`src/rtl/fluid_board_soc_onchip_mem_arbiter.sv`:
```
// fluid_board_soc_onchip_mem_arbiter
// Shares one 16-bit port of the on-chip dual-port RAM between two Avalon-MM
// style masters. At most one transfer is accepted per cycle. The selected
// command is registered toward the RAM. Read data comes back two cycles after
// accept and is tagged to the master that issued the read.
//
// Arbitration is round-robin. One master may keep the port for at most MAX_RUN
// consecutive accepted transfers while the other master is also requesting.
//
// Optional build macro: ONCHIP_ARB_FIXED_PRI_EN
//   defined   : m0 always wins when requesting (m1 may starve)
//   undefined : round-robin with bounded run length (default)
module fluid_board_soc_onchip_mem_arbiter #(
   parameter int MAX_RUN = 4
) (
   input  logic        clk,
   input  logic        reset_n,
   input  logic [13:0] m0_address,
   input  logic        m0_read,
   input  logic        m0_write,
   input  logic [1:0]  m0_byteenable,
   input  logic [15:0] m0_writedata,
   output logic        m0_waitrequest,
   output logic [15:0] m0_readdata,
   output logic        m0_readdatavalid,
   input  logic [13:0] m1_address,
   input  logic        m1_read,
   input  logic        m1_write,
   input  logic [1:0]  m1_byteenable,
   input  logic [15:0] m1_writedata,
   output logic        m1_waitrequest,
   output logic [15:0] m1_readdata,
   output logic        m1_readdatavalid,
   output logic [13:0] mem_address,
   output logic [1:0]  mem_byteenable,
   output logic [15:0] mem_writedata,
   output logic        mem_chipselect,
   output logic        mem_write,
   output logic        mem_clken,
   input  logic [15:0] mem_readdata
);

   localparam logic [3:0] C_MAX_RUN = 4'(MAX_RUN);

   // Request, grant and accept
   logic        w_req0;
   logic        w_req1;
   logic        w_grant;      // id of the winning master
   logic        w_accept;
   logic        w_wr_sel;
   logic [13:0] w_addr_sel;
   logic [1:0]  w_be_sel;
   logic [15:0] w_wd_sel;
   logic [3:0]  w_run_next;

   // Arbitration state. After reset last points at m1, so m0 wins first.
   logic        r_last;
   logic [3:0]  r_run;

   // Registered RAM command
   logic [13:0] r_mem_address;
   logic [1:0]  r_mem_byteenable;
   logic [15:0] r_mem_writedata;
   logic        r_mem_chipselect;
   logic        r_mem_write;
   logic        r_mem_clken;

   // Read tag pipeline {valid, id}, one stage per cycle of RAM latency
   logic        r_v1;
   logic        r_id1;
   logic        r_v2;
   logic        r_id2;

   assign w_req0 = m0_read | m0_write;
   assign w_req1 = m1_read | m1_write;

   // Pick the winner from the requests, the last owner and the run length
`ifdef ONCHIP_ARB_FIXED_PRI_EN
   always_comb begin
      w_grant = r_last;
      if (w_req0) begin
         w_grant = 1'b0;
      end else begin
         w_grant = 1'b1;
      end
   end
`else
   always_comb begin
      w_grant = r_last;
      case ({w_req1, w_req0})
         2'b01: w_grant = 1'b0;
         2'b10: w_grant = 1'b1;
         2'b11: begin
            // run == 0 only right after reset: no run is in progress, so the
            // master other than last (m0) takes the port.
            if ((r_run != 4'd0) && (r_run < C_MAX_RUN)) begin
               w_grant = r_last;
            end else begin
               w_grant = ~r_last;
            end
         end
         default: w_grant = r_last;
      endcase
   end
`endif

   // Whenever anyone requests, the grant always lands on a requester,
   // so a request plus reset released means one transfer is accepted.
   assign w_accept = reset_n & (w_req0 | w_req1);

   assign m0_waitrequest = ~(reset_n & w_req0 & (w_grant == 1'b0));
   assign m1_waitrequest = ~(reset_n & w_req1 & (w_grant == 1'b1));

   // Route the winner's command fields; write wins over read when both are set
   always_comb begin
      w_wr_sel   = 1'b0;
      w_addr_sel = 14'd0;
      w_be_sel   = 2'b00;
      w_wd_sel   = 16'd0;
      if (w_grant) begin
         w_wr_sel   = m1_write;
         w_addr_sel = m1_address;
         w_be_sel   = m1_byteenable;
         w_wd_sel   = m1_writedata;
      end else begin
         w_wr_sel   = m0_write;
         w_addr_sel = m0_address;
         w_be_sel   = m0_byteenable;
         w_wd_sel   = m0_writedata;
      end
   end

   // Next run length: extend the current owner's run (saturating) or restart
   always_comb begin
      w_run_next = r_run;
      if (w_grant == r_last) begin
         if (r_run >= C_MAX_RUN) begin
            w_run_next = C_MAX_RUN;
         end else begin
            w_run_next = r_run + 4'd1;
         end
      end else begin
         w_run_next = 4'd1;
      end
   end

   // Arbitration state update, only on an accepted transfer
   always_ff @(posedge clk) begin
      if (!reset_n) begin
         r_last <= 1'b1;
         r_run  <= 4'd0;
      end else if (w_accept) begin
         r_last <= w_grant;
         r_run  <= w_run_next;
      end else begin
         r_last <= r_last;
         r_run  <= r_run;
      end
   end

   // Stage 1: register the accepted command toward the RAM port
   always_ff @(posedge clk) begin
      if (!reset_n) begin
         r_mem_address    <= 14'd0;
         r_mem_byteenable <= 2'b00;
         r_mem_writedata  <= 16'd0;
         r_mem_chipselect <= 1'b0;
         r_mem_write      <= 1'b0;
      end else if (w_accept) begin
         r_mem_address    <= w_addr_sel;
         r_mem_byteenable <= w_be_sel;
         r_mem_writedata  <= w_wd_sel;
         r_mem_chipselect <= 1'b1;
         r_mem_write      <= w_wr_sel;
      end else begin
         r_mem_chipselect <= 1'b0;
         r_mem_write      <= 1'b0;
      end
   end

   // RAM clock enable: low while in reset, high otherwise
   always_ff @(posedge clk) begin
      if (!reset_n) begin
         r_mem_clken <= 1'b0;
      end else begin
         r_mem_clken <= 1'b1;
      end
   end

   // Tag pipeline: follow each accepted read to the cycle its data appears
   always_ff @(posedge clk) begin
      if (!reset_n) begin
         r_v1  <= 1'b0;
         r_id1 <= 1'b0;
         r_v2  <= 1'b0;
         r_id2 <= 1'b0;
      end else begin
         r_v1  <= w_accept & ~w_wr_sel;
         r_id1 <= w_grant;
         r_v2  <= r_v1;
         r_id2 <= r_id1;
      end
   end

   assign mem_address      = r_mem_address;
   assign mem_byteenable   = r_mem_byteenable;
   assign mem_writedata    = r_mem_writedata;
   assign mem_chipselect   = r_mem_chipselect;
   assign mem_write        = r_mem_write;
   assign mem_clken        = r_mem_clken;

   assign m0_readdatavalid = r_v2 & (r_id2 == 1'b0);
   assign m1_readdatavalid = r_v2 & (r_id2 == 1'b1);
   assign m0_readdata      = mem_readdata;
   assign m1_readdata      = mem_readdata;

endmodule

```
`config.mk`:
```
export PLATFORM = sky130hd
export DESIGN_NAME = fluid_board_soc_onchip_mem_arbiter
export DESIGN_NICKNAME = d
export VERILOG_FILES = /design/src/rtl/fluid_board_soc_onchip_mem_arbiter.sv
export SDC_FILE = /design/constraint.sdc
export NUM_CORES = 1
export LEC_CHECK = 0
export CAP_MARGIN = 15
export CORE_MARGIN = 2
export CORE_UTILIZATION = 36
export DETAILED_ROUTE_END_ITERATION = 12
export PLACE_DENSITY = 0.83
export SLEW_MARGIN = 30
export SYNTH_ARGS = -nofsm -noshare
export SYNTH_HDL_FRONTEND = slang
export SYNTH_SLANG_ARGS = --single-unit
```
`constraint.sdc`:
```
create_clock -name clk -period 2.3 [get_ports clk]
set_input_delay 0.345 -clock clk [delete_from_list [all_inputs] [get_ports clk]]
set_output_delay 0.345 -clock clk [all_outputs]
set_load 0.03 [all_outputs]
```
==> out/results.txt, run 1 <==
Status: completed
RSZ-0062 raised after global routing: yes
Synth top cells by count: 44 x dfxtp_1, 35 x a22oi_1, 33 x a21oi_1
CTS max path bufs: 2
Skew final: 0.0118 ns
Hpwl dp: 4330 µm
Routed len/inst: 15.1 µm
Vias: 2103
Syn nets: 326
IO buf count: 108
Core Region: 6350 µm²
Clk pin slew, worst setup/hold paths: 0.09 ns
Post-synthesis cell area: 2370 µm²
Final setup fails: 0
Nets@finish: 407
Synthesis warning total: 0
P&R area growth vs syn: 44.4%
Via density: 5.30
DIE WIDTH: 85.1 µm
Fraction of layout cells with a size suffix above 1: 18.8%
Max VDD drop: 0.340 mV
Synth unique cells: 31
Total die area: 7240 µm²
Total CTS buffers: 5
Worst-path maximum fanout: 5
Mapped Avg Cell Area: 9.95 µm²
Residual DRC count: 0
Post-Syn Instances: 238
Synthesized flop and latch total: 44
Fraction of registers with async set/reset: 0%
Post-route worst setup slack: 0.0667 ns
Critical Path RT: 1.96 ns
Root buffer cell: clkbuf_8
Crit end category: primary output
Slew Viols, Final: 0
Final period util: 97.1%
Largest net degree at the start of global routing: 39
Final core utilization: 53.8%
Top_reg_cell synth: dfxtp_1
EDFF count, synth: 0
Worst-margin pin slew: 0.368 ns
Sink Count: 44
Yosys top cell area share: 37.2%
Post-layout min period: 2.23 ns
Die H: 85.1 µm
# diodes: 0
Maxcap violations: 0
Routability Congestion: 0.760
Pwr Total: 2570 µW
Worst Setup Start Kind: register
DRT Pass-1 Iters: 4
Min-delay worst type: reg2reg
Vias in the first global route: 2104
Fmax: 448 MHz
Initial Util: 37.3%
Final Hold Violating Endpoints: 0
Boundary Pins: 157
DRT iter0 DRCs: 86
Synth area leader: dfxtp_1
Type of the worst setup path: reg2out
Sequential element share of the synthesized area: 37.2%
Row count: 29
Pleak: 0.00123 µW
First-pass GRT wire length: 9600 µm
Drt total wl: 6000 µm
Top cells by area, synth: dfxtp_1 37%, a22oi_2 15%, a22oi_1 11%
CTS tree: yes
GRT Residual Overflow: 0
Most frequent cell after synthesis: dfxtp_1
GRT Total Usage: 16.3%
Slew HR: 75.4%
ANT nets after route: 0
Initial antenna violation count: 0
Worst EP arrival: 1.89 ns
PwrDens: 751 nW/µm²
H-tree levels: 2
DP Worst Slack: 0.134 ns
Clk Latency, worst-skew pair: 0.29 ns
-- path summary, 6_finish.rpt --
check                 from           endpoint  slack (ns)  depth (start not counted)
hold / removal        r_v1               r_v2        0.44                          1
setup reg to reg  r_run[0]  mem_writedata[10]        0.40                          7
setup / recovery  r_run[0]     m0_waitrequest        0.07                          6
hold reg to reg       r_v1               r_v2        0.44                          1
-- cell families (layout without fill, tap and decap cells) --
group,after synthesis,after routing,share of synthesized area (%)
flops,44,44,37.2
buf+inv,53,135,16.3
fa+ha+maj,2,2,1.06
compound gates,112,112,38.7
simple gates,25,25,5.97
xor+xnor,2,2,0.740
-- state kept, by name, indices dropped and copies added (netlist names) --
| register | count |
|---|---|
| mem_chipselect | 1 |
| r_v1 | 1 |
| mem_write | 1 |
| mem_byteenable | 2 |
| r_last | 1 |
| r_v2 | 1 |
| mem_writedata | 16 |
| mem_address | 14 |
| r_id2 | 1 |
| r_id1 | 1 |
| r_run | 4 |
| mem_clken | 1 |
-- where the power goes --
part	switching [µW]	internal (µW)	leakage [µW]
Sequential	96.6	895	0.000367
Clock	264	244	0.0000445
Combinational	564	504	0.000818
-- per-stage QoR --
step | hold WS (ns) | instance area, µm² | setup TNS, ns | instances
finish | 0.436 | 3420 | 0 | 397
global route | 0.457 | 3420 | -0.107 | 397
CTS | 0.441 | 3420 | 0 | 397
detailed placement | 0.421 | 3320 | 0 | 389
global placement | 0.416 | 3320 | 0 | 389
floorplan | 0.373 | 2370 | 0 | 238
-- placed cells by master (no fill, tap or decap), types with 2 or more instances in the layout --
cell type,netlist,layout
inv_1,3,3
nand2_1,3,3
clkdlybuf4s50_1,0,106
a22oi_1,35,35
a21oi_1,33,33
o21ai_0,4,4
nor3b_1,2,2
a211o_1,2,2
and2_1,4,4
nor2_1,6,6
buf_4,32,15
ha_1,2,2
a32o_1,2,2
nor2_2,3,3
dfxtp_1,44,44
buf_12,0,2
a22oi_2,29,29
clkbuf_8,0,6
nor3_1,4,4
-- critical path, cell delays in order (launching register included) --
cell and delay [ns]:
dfxtp_1 0.36, inv_1 0.07, ha_1 0.23, nor3_4 0.21, xor2_1 0.33, o221ai_4 0.19
buf_4 0.21
-- cell type report --
| cell class | instances | area (µm²) |
|---|---|---|
| Fill cell | 562 | 2930 |
| Timing Repair Buffer | 124 | 1220 |
| Multi-Input combinational cell | 141 | 1110 |
| Sequential cell | 44 | 881 |
| Tap cell | 77 | 96.3 |
| Clock buffer | 7 | 86.3 |
| Inverter | 3 | 11.3 |
| Clock inverter | 1 | 7.51 |
-- metal layers --
layer | share of wire [%] | vias up | track usage [%]
met5 | 0 | - | 0
met4 | 2.6 | 0 | 8.80
met3 | 7.4 | 22 | 4.38
met2 | 49 | 72 | 28.4
met1 | 40 | 983 | 17.9
li1 | - | 1026 | -
-- repair_timing --
action	4_1_cts	5_1_grt
pin swaps	0	0
hold buffers	0	0
endpoints found under the setup margin	1	2
setup buffers	0	0
resized for setup	1	1
Note: power is estimated with default switching activity, not from simulation.
==> inputs of run 2 (changes only) <==
--- a/config.mk
+++ b/config.mk
@@ -10,6 +10,7 @@
 export CORE_UTILIZATION = 36
 export DETAILED_ROUTE_END_ITERATION = 12
 export PLACE_DENSITY = 0.83
+export SKIP_CTS_REPAIR_TIMING = 1
 export SLEW_MARGIN = 30
 export SYNTH_ARGS = -nofsm -noshare
 export SYNTH_HDL_FRONTEND = slang
==> run 2 against run 1 <==
Clock skew about the same. Sequential power barely moved. Critical path depth did not move. Maximum frequency increased by 4.0%. Utilization about the same. Count of clock-buffer cells in the layout did not move. Via count up 0.19%. Global-route usage about the same. Combinational power is essentially flat. Total power about the same. Die area unchanged.
==> out/results.txt, run 2 (synthesis gave the netlist of run 1 again) <==
Crit end category: primary output
Die H: 85.1 µm
PwrDens: 752 nW/µm²
Max reg flops: 16
Vias in the first global route: 2101
Worst path max stage delay: 0.36 ns
Skew final: 0.0119 ns
IO buf count: 108
Largest net degree at the start of global routing: 39
Worst EP arrival: 1.80 ns
Root buffer cell: clkbuf_8
DRT Pass-1 Iters: 4
Status: completed
# diodes: 0
Row count: 29
Hpwl dp: 4330 µm
Total CTS buffers: 5
Boundary Pins: 157
Max VDD drop: 0.340 mV
Drt total wl: 6000 µm
Via density: 5.31
Reg2reg end: mem_writedata[9]
CP max-delay cell: dfxtp_1
Non-filler cells, final: 397
R2R Path Start: r_run[0]
Clk Latency, worst-skew pair: 0.29 ns
Critical Path RT: 1.96 ns
Post-Place Cells: 389
Slew HR: 75.5%
Routability Congestion: 0.760
Total die area: 7240 µm²
Worst Hold End: r_v2
CTS tree: yes
Pleak: 0.00123 µW
Final Hold Violating Endpoints: 0
Routed len/inst: 15.1 µm
Worst Setup Start Kind: register
Final period util: 93.4%
Nets@finish: 407
Final setup fails: 0
Final core utilization: 53.9%
P&R area growth vs syn: 44.5%
CTS max path bufs: 2
Commonest non-fill, non-tap cell in the layout: clkdlybuf4s50_1
DRT iter0 DRCs: 86
Slew Viols, Final: 0
Worst-margin pin slew: 0.367 ns
DIE WIDTH: 85.1 µm
Sink Count: 44
Fin area: 3420 µm²
Reg2reg setup slack: 0.42 ns
GRT Residual Overflow: 0
Vias: 2107
Placed cell areas: 3320 µm²
First-pass GRT wire length: 9590 µm
Fraction of layout cells with a size suffix above 1: 19.4%
Type of the worst setup path: reg2out
Maxcap violations: 0
ANT nets after route: 0
Core Region: 6350 µm²
Post-layout min period: 2.15 ns
Clk pin slew, worst setup/hold paths: 0.09 ns
Initial Util: 37.3%
Fmax: 466 MHz
Top Family by Delay on Critical Path: flip-flops
Worst-path cell chain: inv_1, ha_1, nor3_4, xor2_2, o221ai_4, buf_4
RSZ-0062 raised after global routing: no
H-tree levels: 2
Initial antenna violation count: 0
Worst hold path depth: 1
Hold_sp: r_v1
Reg2Reg Depth: 8
Worst-path maximum fanout: 5
Residual DRC count: 0
GRT Total Usage: 16.3%
Most frequent cells in the layout: 106 x clkdlybuf4s50_1, 44 x dfxtp_1, 35 x a22oi_1
Min-delay worst type: reg2reg
Buf+Inv Stages, Crit Path: 2
==> run 2: changes by cell type in the layout (fill, tap and decap cells not counted), sizes merged <==
cell | before | now
clkdlybuf4s15 | 1 | 0
clkbuf | 7 | 8
==> run 2: worst max path at each step <==
| stage | start | endpoint | depth (start not counted) |
|---|---|---|---|
| floorplan | r_run[0] | m1_waitrequest | 5 |
| global placement | r_run[0] | m1_waitrequest | 6 |
| detailed placement | r_run[0] | m1_waitrequest | 6 |
| CTS | r_run[0] | m1_waitrequest | 6 |
| global route | r_run[0] | m0_waitrequest | 6 |
| finish | r_run[0] | m0_waitrequest | 6 |
==> run 2: layer usage <==
layer	track usage [%]	wire (µm)	vias up	part of all wire (%)
met2	28.3	2960	70	49
li1	-	-	1027	-
met1	17.9	2440	988	41
met5	0	0	-	0
met4	8.80	158	0	2.6
met3	4.38	438	22	7.3
==> run 2: stage by stage <==
| stage | total power [µW] | setup WS [ns] | hold slack, ns | setup TNS [ns] |
|---|---|---|---|---|
| after global routing | 2700 | 0.0274 | 0.457 | 0 |
| after detailed placement | 2080 | 0.134 | 0.421 | 0 |
| after CTS | 2600 | -0.217 | 0.441 | -0.217 |
| after global placement | 2060 | 0.171 | 0.416 | 0 |
| after floorplan | 1730 | 0.282 | 0.373 | 0 |
| final | 2570 | 0.153 | 0.436 | 0 |
==> run 2: layout make-up <==
| class | count | area, µm² |
|---|---|---|
| Fill cell | 561 | 2930 |
| Timing Repair Buffer | 124 | 1220 |
| Multi-Input combinational cell | 141 | 1120 |
| Sequential cell | 44 | 881 |
| Tap cell | 77 | 96.3 |
| Clock buffer | 7 | 86.3 |
| Inverter | 3 | 11.3 |
| Clock inverter | 1 | 7.51 |
==> run 2: power by group <==
| group | leakage [µW] | internal (µW) | switching (µW) |
|---|---|---|---|
| combinational | 0.000819 | 505 | 565 |
| clock | 0.0000445 | 244 | 264 |
| sequential | 0.000367 | 895 | 97.4 |
| total | 0.00123 | 1640 | 927 |
